`src/rtl/datapath_pkg.sv`:
```
// Shared datapath definitions: FSM states, shift codes and ALU flag bit positions.
package datapath_pkg;

  typedef enum logic [2:0] {
    IDLE,
    LOAD_A,
    LOAD_B,
    EXEC,
    WB
  } state_t;

  typedef enum logic [1:0] {
    SH_NONE = 2'b00,
    SH_SHL  = 2'b01,
    SH_LSR  = 2'b10,
    SH_ASR  = 2'b11
  } shift_t;

  // Bit positions inside the {V,N,Z} status vector, shared with the ALU.
  localparam int FLAG_Z = 0;
  localparam int FLAG_N = 1;
  localparam int FLAG_V = 2;

endpackage

```
`src/rtl/shifter16.sv`:
```
// Single-bit B-operand shifter: pass, shift left, logical right or arithmetic right.
module shifter16
  import datapath_pkg::*;
(
  input  logic [15:0] din,
  input  logic [1:0]  sh,
  output logic [15:0] dout
);

  always_comb begin
    dout = din;
    case (shift_t'(sh))
      SH_NONE: dout = din;
      SH_SHL:  dout = {din[14:0], 1'b0};
      SH_LSR:  dout = {1'b0, din[15:1]};
      SH_ASR:  dout = {din[15], din[15:1]};
      default: dout = din;
    endcase
  end

endmodule

```
`src/rtl/operand_fetch_stage.sv`:
```
// Register file plus operand sequencer feeding the ALU: fetch A, fetch B,
// execute for one cycle, then write the captured result back.
module operand_fetch_stage
  import datapath_pkg::*;
#(
  parameter int REGS  = 8,
  parameter int WIDTH = 16
) (
  input  logic                    clk,
  input  logic                    reset,
  input  logic                    start,
  input  logic [$clog2(REGS)-1:0] rn,
  input  logic [$clog2(REGS)-1:0] rm,
  input  logic [$clog2(REGS)-1:0] rd,
  input  logic [1:0]              shift,
  input  logic [1:0]              op_in,
  input  logic                    a_zero,
  input  logic                    write_en,
  input  logic                    status_en,
  input  logic                    ext_we,
  input  logic [$clog2(REGS)-1:0] ext_addr,
  input  logic [WIDTH-1:0]        ext_data,
  input  logic [WIDTH-1:0]        alu_out,
  input  logic [2:0]              alu_z,
  output logic [WIDTH-1:0]        Ain,
  output logic [WIDTH-1:0]        Bin,
  output logic [1:0]              ALUop,
  output logic                    alu_valid,
  output logic [2:0]              status,
  output logic [WIDTH-1:0]        result,
  output logic                    busy,
  output logic                    done
);

  localparam int AW = $clog2(REGS);

  state_t state, nextState;

  logic [WIDTH-1:0] regs [REGS];
  logic [WIDTH-1:0] aReg, bReg, cReg;
  logic [AW-1:0]    rnLat, rmLat, rdLat;
  logic [1:0]       shiftLat, opLat;
  logic             aZeroLat, writeEnLat, statusEnLat;

  always_ff @(posedge clk) begin
    if (reset) state <= IDLE;
    else       state <= nextState;
  end

  always_comb begin
    nextState = state;
    case (state)
      IDLE:    if (start) nextState = LOAD_A;
      LOAD_A:  nextState = LOAD_B;
      LOAD_B:  nextState = EXEC;
      EXEC:    nextState = WB;
      WB:      nextState = IDLE;
      default: nextState = IDLE;
    endcase
  end

  always_comb begin
    alu_valid = (state == EXEC);
    done      = (state == WB);
    busy      = (state != IDLE);
  end

  // Instruction fields are captured only when a new instruction is accepted.
  always_ff @(posedge clk) begin
    if (reset) begin
      rnLat       <= '0;
      rmLat       <= '0;
      rdLat       <= '0;
      shiftLat    <= '0;
      opLat       <= '0;
      aZeroLat    <= 1'b0;
      writeEnLat  <= 1'b0;
      statusEnLat <= 1'b0;
    end else if (state == IDLE && start) begin
      rnLat       <= rn;
      rmLat       <= rm;
      rdLat       <= rd;
      shiftLat    <= shift;
      opLat       <= op_in;
      aZeroLat    <= a_zero;
      writeEnLat  <= write_en;
      statusEnLat <= status_en;
    end
  end

  always_ff @(posedge clk) begin
    if (reset) begin
      aReg   <= '0;
      bReg   <= '0;
      cReg   <= '0;
      status <= '0;
    end else begin
      if (state == LOAD_A) aReg <= regs[rnLat];
      if (state == LOAD_B) bReg <= regs[rmLat];
      if (state == EXEC) begin
        cReg <= alu_out;
        if (statusEnLat) status <= alu_z;
      end
    end
  end

  // External loads and writeback can never collide: one is IDLE-only, the other WB-only.
  always_ff @(posedge clk) begin
    if (reset) begin
      for (int i = 0; i < REGS; i++) regs[i] <= '0;
    end else if (state == IDLE && ext_we) begin
      regs[ext_addr] <= ext_data;
    end else if (state == WB && writeEnLat) begin
      regs[rdLat] <= cReg;
    end
  end

  shifter16 uShifter (
    .din  (bReg),
    .sh   (shiftLat),
    .dout (Bin)
  );

  assign Ain    = aZeroLat ? '0 : aReg;
  assign ALUop  = opLat;
  assign result = cReg;

endmodule

```
`config.mk`:
```
export PLATFORM = sky130hd
export DESIGN_NAME = operand_fetch_stage
export DESIGN_NICKNAME = d
export VERILOG_FILES = /design/src/rtl/datapath_pkg.sv /design/src/rtl/shifter16.sv /design/src/rtl/operand_fetch_stage.sv
export SDC_FILE = /design/constraint.sdc
export NUM_CORES = 1
export LEC_CHECK = 0
export BUFFER_PORTS_ARGS = -buffer_cell sky130_fd_sc_hd__buf_2
export CORE_MARGIN = 2
export CORE_UTILIZATION = 60
export DETAILED_ROUTE_END_ITERATION = 8
export PLACE_DENSITY = 0.88
export SYNTH_ARGS = -nofsm -noshare
export SYNTH_HDL_FRONTEND = slang
export SYNTH_HIERARCHICAL = 1
export SYNTH_SLANG_ARGS = --single-unit
```
`constraint.sdc`:
```
create_clock -name clk -period 7.9 [get_ports clk]
set_clock_uncertainty 0.15 [all_clocks]
set_input_delay 0.395 -clock clk [delete_from_list [all_inputs] [get_ports clk]]
set_output_delay 0.395 -clock clk [all_outputs]
set_load 0.03 [all_outputs]
```
==> reports/qor.csv <==
metric,value,unit
synth top area cells,"edfxtp_1 34%, nand3_1 13%, dfxtp_1 13%, mux4_2 12%, a21oi_1 7.4%",
Slew Limit Fails,0,
clock latency on the worst-skew pair,440,ps
post-route cell area,12100,um^2
antenna violations before repair,1,
fin crit share,0.418,
Crit. End Element,register,
final hold viol count,0,
LEAKAGE,4.10,nW
PostCTS Resize Cnt,0,
Post-Syn Area,11200,um^2
routed wl met3,5.84,mm
input/output buffers,113,
Util after Layout,0.670,
GR Util All Layers,0.347,
routed vias,9662,
Ant. Diodes,0,
Placed Area,11600,um^2
row cnt,49,
GP Congestion,0.951,
final setup fails,0,
worst slack at placement,4330,ps
Finished Layout Cells,1392,
Yosys top cell by area,edfxtp_1,
Post-Synth XOR/XNOR Area,0.000784,
Yosys reg bits,198,
Area Growth Syn to Fin,8.54,%
Setup crit start kind,register,
multiplexer area fraction after synthesis,0.149,
Synth Warn #,6,
Detail Route Antenna Nets,0,
Worst EP required,8000,ps
Final HPWL DP,22.8,mm
status,finished clean,
routed wl met2,14.2,mm
"Arr. time, crit path",3400,ps
Final WS setup,4600,ps
DRC Markers,0,
relative slew slack,0.288,
largest family of logic cells by synthesized area,simple AND/OR/NAND/NOR gates,
syn nets,1200,
CTS sink cnt,198,
root buf cell,clkbuf_16,
fin nets,1208,
routed wire length,33.8,mm
IO Count,114,
RSZ-0062 raised after global routing,false,
"CTS clk-pin slew, worst paths",70,ps
hold buffers post-CTS,0,
Tmin final,3300,ps
htree depth,4,
share of cells above drive strength 1,0.208,
Die Y,140,um
Max VDD drop,170,uV
Initial Utilization,0.617,
Hold Path Depth,3,
total CTS buffers,17,
vias in the first global route,8570,
CTS tree,done,
worst reg-to-reg setup slack,4600,ps
Inst Count DP,1360,
wire per inst,24.3,um
power per cell area,196,nW/um^2
sequential share of the synthesized area,0.470,
Avg Synthesized Cell Area,9.78,um^2
Post-Route M1 WL,11.7,mm
Max Freq,303,MHz
Slew @ Worst Pin,1060,ps
adder-cell share of the synthesized area,0,
Syn Inst Count,1142,
crit path kind,register to register,
postcts setup bufs,0,
GRT overflow,0,
Max Cap Viol,0,
post-synth top area share,0.344,
CTS Buffer Depth,2,
Die ar.,19700,um^2
Core ar.,18100,um^2
Synth Area in Simple Gates,0.215,
Die Width,140,um
first-pass GRT wire length,51.3,mm
total chip power,2.37,mW
Worst Path Max Fanout,91,
DRT iter0 DRCs,1642,
Pre-antenna DRT Iters,8,
post-synthesis compound-gate area fraction,0.102,
distinct cell type count after synthesis,45,
Hold WC Path Type,input pin to register,
highest metal used,met5,
setup TNS,0,ps
vias per cell,6.94,
Hold WS,32.8,ps
largest net degree at the start of global routing,99,
R2R depth,5,
==> cells in the final DEF, fill, tap and decap left out, drive strengths merged, types with 16 or more instances in the layout <==
cell type	netlist	final
nand3	288	288
a21oi	165	165
buf	72	138
nand2	132	132
edfxtp	128	128
dfxtp	70	70
mux4	61	61
mux2i	27	27
clkbuf	77	24
nor2b	16	16
nand2b	16	16
==> worst max-delay path: stages, from the launching register on <==
cell     delay (ps)
dfxtp_1         450
or3_1           490
nor2_4          710
buf_4           830
nand3_1         180
a21oi_1         250
==> cell families (layout without fill, tap and decap cells) <==
logic type	after synthesis	in the layout
buffers and inverters	152	173
AND/OR/NAND/NOR	490	490
flip-flops	198	198
multiplexers	90	90
XOR/XNOR	1	1
AO/OA/AOI/OAI	211	211
==> worst paths after layout <==
path / startpoint / end
worst max register to register: state[1] / regs[1][6]
worst max-delay path: state[1] / regs[1][6]
worst min register to register: aReg[11] / aReg[11]
worst min-delay path: alu_out[14] / result[14]
==> report_power, final <==
group | internal, mW | total (mW) | leakage (nW) | switching (mW)
Combinational | 0.125 | 0.332 | 1.92 | 0.207
Sequential | 1.15 | 1.22 | 1.89 | 0.0656
Clock | 0.455 | 0.822 | 0.282 | 0.367
Total | 1.73 | 2.37 | 4.10 | 0.640
==> area by class of cell <==
class / count / area, um^2
well taps: 229 / 287
clock inverters: 8 / 43.8
multi-input cells: 792 / 5260
repair buffers: 138 / 753
flip-flops and latches: 198 / 5250
clock buffers: 24 / 514
fillers: 1341 / 5970
inverters: 3 / 11.3
==> synthesized netlist by cell type (all sizes together) <==
| cell type | instances |
|---|---|
| a21o | 1 |
| a21oi | 165 |
| a22o | 2 |
| a22oi | 15 |
| a31oi | 1 |
| a32o | 1 |
| a32oi | 1 |
| and2 | 1 |
| and3 | 3 |
| and3b | 4 |
| buf | 72 |
| clkbuf | 77 |
| dfxtp | 70 |
| edfxtp | 128 |
| inv | 3 |
| mux2 | 2 |
| mux2i | 27 |
| mux4 | 61 |
| nand2 | 132 |
| nand2b | 16 |
| nand3 | 288 |
| nand3b | 3 |
| nor2 | 9 |
| nor2b | 16 |
| nor3 | 5 |
| nor3b | 9 |
| nor4b | 1 |
| o2111ai | 1 |
| o21a | 1 |
| o21ai | 15 |
| o21bai | 8 |
| or2 | 1 |
| or3 | 1 |
| or4b | 1 |
| xnor2 | 1 |
==> state kept, by name (all words and copies together), names as in the netlist <==
register and flops:
status 3, rdLat 3, state 3, aReg 16, statusEnLat 1, regs 128
aZeroLat 1, ALUop 2, rnLat 3, writeEnLat 1, shiftLat 2, result 16
rmLat 3, bReg 16
==> routing by layer <==
layer,vias to the layer above,global-route usage
met4,2,0.171
met1,4427,0.479
met2,874,0.497
met3,151,0.115
li1,4208,-
met5,-,0
Note: power is estimated with default switching activity, not from simulation.
